<file path="config.mk">
export PLATFORM = sky130hd
export DESIGN_NAME = i2s_tdm_clock
export DESIGN_NICKNAME = d
export VERILOG_FILES = /design/src/rtl/i2s_pkg.sv /design/src/rtl/i2s_prescaler.sv /design/src/rtl/i2s_tdm_clock.sv
export SDC_FILE = /design/constraint.sdc
export NUM_CORES = 1
export LEC_CHECK = 0
export ABC_CLOCK_PERIOD_IN_PS = 3900
export CAP_MARGIN = 0
export CORE_ASPECT_RATIO = 0.8
export CORE_MARGIN = 2
export CORE_UTILIZATION = 25
export DETAILED_ROUTE_END_ITERATION = 8
export PLACE_DENSITY = 0.45
export SLEW_MARGIN = 20
export SYNTH_ARGS = -nofsm -noshare
export SYNTH_HDL_FRONTEND = slang
export SYNTH_SLANG_ARGS = --single-unit
</file>
<file path="constraint.sdc">
create_clock -name ck -period 3.9 [get_ports ck]
set_clock_uncertainty 0.1 [all_clocks]
set_input_delay 0.78 -clock ck [delete_from_list [all_inputs] [get_ports ck]]
set_output_delay 0.78 -clock ck [all_outputs]
set_load 0.02 [all_outputs]
</file>
<file path="src/rtl/i2s_pkg.sv">
// Shared constants and width helpers for the I2S/TDM bit/frame clock master.
package i2s_pkg;

  localparam int WS_MODE_I2S = 0;
  localparam int WS_MODE_TDM = 1;

  // Width of the frame position counter
  function automatic int frame_width(input int slot_bits, input int channels);
    return $clog2(slot_bits * channels);
  endfunction

  // Width of the slot index; never narrower than one bit so mono links still have a port
  function automatic int slot_width(input int channels);
    return (channels > 1) ? $clog2(channels) : 1;
  endfunction

  // Width of the bit-within-slot index
  function automatic int bit_width(input int slot_bits);
    return $clog2(slot_bits);
  endfunction

endpackage

</file>
<file path="src/rtl/i2s_prescaler.sv">
// Divides ck into SCK periods. Holds the prescale counter and produces the
// next-cycle values of sck and its edge strobes; the top registers them.
module i2s_prescaler #(
  parameter int CLK_DIV = 12
) (
  input  logic ck,
  input  logic rst_n,
  input  logic en,
  input  logic sync,
  input  logic sck,
  output logic tick,
  output logic sck_next,
  output logic rise_next,
  output logic fall_next
);

  localparam int PW = $clog2(CLK_DIV);
  localparam logic [PW-1:0] PRE_LAST = PW'(CLK_DIV - 1);
  localparam logic [PW-1:0] PRE_HALF = PW'(CLK_DIV / 2);

  logic [PW-1:0] prescale;

  // Prescale counter: sync restarts the SCK period, en gates counting
  always_ff @(posedge ck or negedge rst_n) begin
    if (!rst_n) begin
      prescale <= '0;
    end else if (sync) begin
      prescale <= '0;
    end else if (en) begin
      if (prescale == PRE_LAST) prescale <= '0;
      else                      prescale <= prescale + 1'b1;
    end
  end

  // Wrap strobe advances the frame position; suppressed by sync so sync wins
  assign tick = en & ~sync & (prescale == PRE_LAST);

  // Next sck and strobes; when stopped or resyncing sck drops, and a fall
  // is reported once if it was high
  always_comb begin
    sck_next  = 1'b0;
    rise_next = 1'b0;
    fall_next = sck;
    if (!sync && en) begin
      sck_next  = (prescale >= PRE_HALF);
      rise_next = (prescale == PRE_HALF);
      fall_next = (prescale == '0) & sck;
    end
  end

endmodule

</file>
<file path="src/rtl/i2s_tdm_clock.sv">
// Bit/frame clock master for I2S and TDM links: SCK, WS and frame/slot/bit
// position for the capture and shift logic. All outputs are flops.
module i2s_tdm_clock
  import i2s_pkg::*;
#(
  parameter  int CLK_DIV    = 12,
  parameter  int SLOT_BITS  = 32,
  parameter  int CHANNELS   = 2,
  parameter  int WS_MODE    = WS_MODE_I2S,
  localparam int FRAME_BITS = SLOT_BITS * CHANNELS,
  localparam int FW         = frame_width(SLOT_BITS, CHANNELS),
  localparam int SW         = slot_width(CHANNELS),
  localparam int BW         = bit_width(SLOT_BITS)
) (
  input  logic          ck,
  input  logic          rst_n,
  input  logic          en,
  input  logic          sync,
  output logic          sck,
  output logic          ws,
  output logic          sck_rise,
  output logic          sck_fall,
  output logic [FW-1:0] frame_posn,
  output logic [SW-1:0] slot,
  output logic [BW-1:0] bit_posn,
  output logic          frame_start
);

  if (CLK_DIV < 2 || (CLK_DIV % 2) != 0) begin : g_bad_div
    $error("CLK_DIV must be even and at least 2");
  end
  if (SLOT_BITS < 8 || SLOT_BITS > 32 || (SLOT_BITS & (SLOT_BITS - 1)) != 0) begin : g_bad_slot
    $error("SLOT_BITS must be a power of two in 8..32");
  end
  if (CHANNELS < 1 || CHANNELS > 16) begin : g_bad_ch
    $error("CHANNELS must be in 1..16");
  end
  if (WS_MODE != WS_MODE_I2S && WS_MODE != WS_MODE_TDM) begin : g_bad_mode
    $error("WS_MODE must be 0 (I2S) or 1 (TDM)");
  end

  localparam logic [FW-1:0] POSN_LAST = FW'(FRAME_BITS - 1);

  logic tick;
  logic sck_next;
  logic rise_next;
  logic fall_next;
  logic ws_next;
  logic posn_last;

  i2s_prescaler #(
    .CLK_DIV (CLK_DIV)
  ) u_prescaler (
    .ck        (ck),
    .rst_n     (rst_n),
    .en        (en),
    .sync      (sync),
    .sck       (sck),
    .tick      (tick),
    .sck_next  (sck_next),
    .rise_next (rise_next),
    .fall_next (fall_next)
  );

  assign posn_last = (frame_posn == POSN_LAST);

  // Frame position: explicit wrap so non-power-of-two channel counts work
  always_ff @(posedge ck or negedge rst_n) begin
    if (!rst_n) begin
      frame_posn <= '0;
    end else if (sync) begin
      frame_posn <= '0;
    end else if (tick) begin
      if (posn_last) frame_posn <= '0;
      else           frame_posn <= frame_posn + 1'b1;
    end
  end

  // Slot and bit indices are plain slices because SLOT_BITS is a power of two
  if (CHANNELS == 1) begin : g_mono
    assign slot = '0;
  end else begin : g_multi
    assign slot = frame_posn[FW-1:BW];
  end
  assign bit_posn = frame_posn[BW-1:0];

  // Word select source: second half of slots for I2S, last frame bit for TDM
  if (WS_MODE == WS_MODE_TDM) begin : g_ws_tdm
    assign ws_next = posn_last;
  end else if (CHANNELS == 1) begin : g_ws_mono
    assign ws_next = 1'b0;
  end else begin : g_ws_i2s
    assign ws_next = (slot >= SW'(CHANNELS / 2));
  end

  // Output registers; ws lags frame_posn by one ck and freezes while disabled
  always_ff @(posedge ck or negedge rst_n) begin
    if (!rst_n) begin
      sck         <= 1'b0;
      sck_rise    <= 1'b0;
      sck_fall    <= 1'b0;
      ws          <= 1'b0;
      frame_start <= 1'b0;
    end else begin
      sck         <= sck_next;
      sck_rise    <= rise_next;
      sck_fall    <= fall_next;
      frame_start <= sync | (tick & posn_last);
      if (en) ws <= ws_next;
    end
  end

endmodule

</file>
* After elaboration in Yosys (flattened, before gate mapping)
Index checks and enable logic that the tools add are counted.
** Word-level totals
- Flip-flop bits (word level) :: 15
- Bits in latches :: 0
- Bits in writable memories :: 0
- ROM bits :: 0
- Input bits :: 4
- Output and inout port bits :: 17
- Word-level logic and storage cells :: 34
- Memories kept :: 0
** Cells by class
- $add $sub $neg :: 2
- Multiply operators :: 0
- Div/mod/pow operators :: 0
- Order comparisons :: 2
- Eq/ne operators :: 3
- Shift operators :: 0
- Muxes and demuxes :: 9
- Bitwise logic cells :: 6
- Reductions and logical operators :: 5
** Operators by type and width (number)
- two-way mux 6 bit :: 3
- two-way mux 4 bit :: 3
- adder 6 x 1 -> 6 bit (second input constant) :: 1
- == test 6 bit (second input constant) :: 1
- adder 4 x 1 -> 4 bit (second input constant) :: 1
- AND 1 bit :: 4
- == test 4 x 3 -> 1 bit (second input constant) :: 1
- == test 4 bit (second input constant) :: 1
- >= comparator 4 x 3 -> 1 bit (second input constant) :: 1
- zero test 4 bit :: 1
- nonzero test 2 bit :: 2
- two-way mux 1 bit :: 3
- >= comparator 1 bit (second input constant) :: 1
- logical AND 1 bit :: 1
- zero test 1 bit :: 1
- inverter 1 bit :: 1
- bitwise OR 1 bit :: 1

* Longest topological paths before layout
- Word-level depth :: 5
- Gate-level depth with buffers :: 5
- Mapped depth without buffers :: 5

* Modules after synthesis
From an unflattened synthesis, not the netlist that was laid out.
** Unflattened totals
- Cell total of the unflattened synthesis :: 81
- Area total of the unflattened synthesis :: 795.8 um^2
** Modules (own cells, without submodules)
- i2s_tdm_clock :: instances 1, cells each 47, area each 511.7 um^2, seq. area each 275.3 um^2
- i2s_prescaler :: instances 1, cells each 34, area each 284.0 um^2, seq. area each 100.1 um^2

* Worst setup path before layout
No wires, ideal clock.
- Kind :: in2reg
- Start :: in en
- End :: reg frame_posn[5]
- Setup time :: 0.135 ns
- Data arrival time :: 1.460 ns
- Required time :: 3.665 ns
- Path slack :: 2.205 ns
- Stages on the path :: 5
- Buffers on the path :: 1
- Cell sequence :: buf_4 > and4b_4 > nand2b_2 > o21ai_1 > o41ai_2
** On the way
- Cells in the longest elaborated chain, start to end :: 3
** RTL lines
- start: declaration :: line i2s_tdm_clock.sv:17 : input logic en,
- AND 1 bit (2 in a row) :: line i2s_prescaler.sv:36 : assign tick = en & ~sync & (prescale == PRE_LAST);
- nonzero test 2 bit (no line)
- end signal: assignment :: line i2s_tdm_clock.sv:75 : else frame_posn <= frame_posn + 1'b1;
- end: declaration :: line i2s_tdm_clock.sv:23 : output logic [FW-1:0] frame_posn,
No other way between the ends.
A chain may end at the register's enable or synchronous reset.

* Final worst setup path
- Start :: reg frame_posn[0]
- End :: out bit_posn[0]
** RTL lines
- end: declaration :: line i2s_tdm_clock.sv:25 : output logic [BW-1:0] bit_posn,
No word-level cell between the ends.

==> impl_metrics.tcl <==
set metrics [dict create \
    fp.dieH_um 55.8 \
    worstPathRequired_ns 3.02 \
    ys_seq_area_frac 0.448 \
    slew_headroom 0.537 \
    ctsResizeCount 0 \
    fp.dieW_um 68.7 \
    synth_cell_types 28 \
    syn-num-nets 91 \
    cts_made_buffers 3 \
    drtIter0Drc 4 \
    final_common_cell "clkdlybuf4s50_1" \
    clk_latency_ns 0.24 \
    grt_max_degree 16 \
    multi_input_area_um2 392 \
    rows 18 \
    worst_slew_pin_slew_ns 0.693 \
    final_nets 108 \
    clockBufferDepth 2 \
    cts_sinks 15 \
    port_buffers 20 \
    gp_congestion 0.857 \
    ff2ff_setup_slack_ns 2.32 \
    vias 614 \
    layout_min_cycle_time_ns 2.26 \
    antenna_cells 0 \
    fin_ws_ns 1.64 \
    maxClockFrequency_mhz 443 \
    top_level_ports 21 \
    power_density_nw_per_um2 284 \
    area_growth_pct 28.2 \
    core_area_um2 3150 \
    hold_class "reg -> reg" \
    vias_per_cell 4.42 \
    max_stage_delay_ns 0.66 \
    fin_crit_sh 0.579 \
    dieArea_um2 3840 \
    place_area_um2 1030 \
    cp_slowest_cell "clkdlybuf4s50_1" \
    initial_core_util 0.266 \
    layout-drive-gt1-share 0.141 \
    leakage_nw 0.450 \
    cts_tree "yes" \
    cp-start-kind "flip-flop" \
    rsz0062_at_grt "no" \
    detailed_place_hpwl_um 1210 \
    clockRootBuffer "clkbuf_8" \
    syn_area_per_cell_um2 10.1 \
    cts_setup_buffers 0 \
    firstDrtPassIters 3 \
    path_max_fanout 7 \
    fin_area_um2 1070 \
    clk_pin_slew_ns 0.06 \
    maxCapViolations 0 \
    fill_cells 324 \
    seq_area_um2 375 \
    wl_um 1690 \
    postCtsHoldBufs 0 \
    fin_util 0.341 \
    antenna_left 0 \
    grt_usage 0.102 \
    antenna_found_initial 0 \
    path_delay_family "buffers and inverters" \
    hold_viol 0 \
    endpoint_kind "output pin" \
    wl_per_cell_um 12.1 \
    pre_cts_ws_ns 1.39 \
    grt_pass1_vias 592 \
    cp.arrival_ns 1.38 \
    drc 0 \
    outcome "finished clean" \
    slew_viol_final 0 \
    synthCells 83 \
    finalSetupViolations 0 \
    synth_area_um2 838 \
    synth.ff_latch_count 15 \
    htree_levels 1 \
    numPlacedInstances 135 \
    vdd_drop_max_mv 0.203 \
    crit_buf_inv 1 \
    grt_pass1_wl_um 2860 \
    grt_overflow 0 \
    mostFrequentLayoutCells "clkdlybuf4s50_1 (20), dfrtp_1 (15), nor2_1 (9), nand2_1 (8), a21oi_1 (5)" \
    path_cells "clkdlybuf4s50_1" \
    synth_warnings 0 \
    critPathKind "reg -> out" \
    final_cells 139 \
    tns_ns 0 \
]
## power breakdown
group	total, mW	internal, mW	switching, mW
logic	0.0215	0.00881	0.0127
registers	0.160	0.158	0.00239
clock network	0.124	0.0707	0.0534
total	0.306	0.237	0.0685
## path summary, 6_finish.rpt
check | start | to | depth (start not counted)
max reg2reg | u_prescaler.prescale[1]$_DFFE_PN0P_ | frame_posn[5]$_DFFE_PN0P_ | 4
max in group asynchronous | rst_n | u_prescaler.prescale[1]$_DFFE_PN0P_ | 1
min in group asynchronous | rst_n | frame_start$_DFF_PN0_ | 1
min | sck$_DFF_PN0_ | sck_fall$_DFF_PN0_ | 1
min reg2reg | sck$_DFF_PN0_ | sck_fall$_DFF_PN0_ | 1
max | frame_posn[0]$_DFFE_PN0P_ | bit_posn[0] | 1
## routing by layer
metal  global-route usage  share of wire
met5                    0              0
met3               0.0364          0.045
met4               0.0504          0.014
met1                0.141           0.52
met2                0.137           0.42
## kinds of logic after synthesis
kind of cell / after synthesis / synth area share
AND/OR/NAND/NOR: 31 / 0.209
flip-flops: 15 / 0.448
AO/OA/AOI/OAI: 14 / 0.104
buffers and inverters: 11 / 0.0851
multiplexers: 5 / 0.0627
adder cells (fa/ha/maj): 4 / 0.0597
XOR/XNOR: 3 / 0.0313
## worst reg2reg max path: stages (launching register included)
cell	delay, ns
dfrtp_1	0.44
ha_1	0.26
and4b_4	0.29
nand2b_2	0.08
o41ai_2	0.30
## metrics by stage
stage	hold slack, ns	total power, mW
floorplan	0.384	0.175
global placement	0.382	0.185
detailed placement	0.396	0.185
global route	0.449	0.323
finish	0.399	0.306
CTS	0.409	0.314
## layout make-up
class                           count  area share
Clock inverter                      1     0.00466
Sequential cell                    15       0.349
Multi-Input combinational cell     57       0.364
Tap cell                           40      0.0466
Inverter                            3      0.0105
Timing Repair Buffer               20       0.186
Clock buffer                        3      0.0384
## cells in the mapped netlist
library cell | instances | area (µm²)
and4b_4 | 1 | 13.8
nand3b_2 | 1 | 11.3
dfrtp_1 | 15 | 375
nand2b_2 | 2 | 17.5
xnor2_1 | 2 | 17.5
nor3_2 | 1 | 10.0
nor3_1 | 1 | 5.00
nor2_1 | 9 | 33.8
nor2b_1 | 2 | 12.5
mux2i_1 | 3 | 30.0
o21ai_1 | 3 | 15.0
inv_2 | 1 | 3.75
a21oi_1 | 5 | 25.0
nand3_1 | 3 | 15.0
inv_1 | 2 | 7.51
o21ai_0 | 3 | 15.0
xor2_1 | 1 | 8.76
nand2_1 | 8 | 30.0
buf_4 | 7 | 52.6
nand2b_1 | 1 | 6.26
and4_1 | 1 | 8.76
a21o_1 | 1 | 7.51
o41ai_2 | 1 | 16.3
ha_1 | 4 | 50.1
clkbuf_4 | 1 | 7.51
a22o_1 | 1 | 8.76
mux2_2 | 2 | 22.5
nor2_4 | 1 | 11.3
## sequential cells by signal, summed over array words and instances, names as in the netlist
signal,cells
ws,1
sck,1
sck_rise,1
frame_start,1
u_prescaler.prescale,4
sck_fall,1
frame_posn,6
Note: power is estimated with default switching activity, not from simulation.
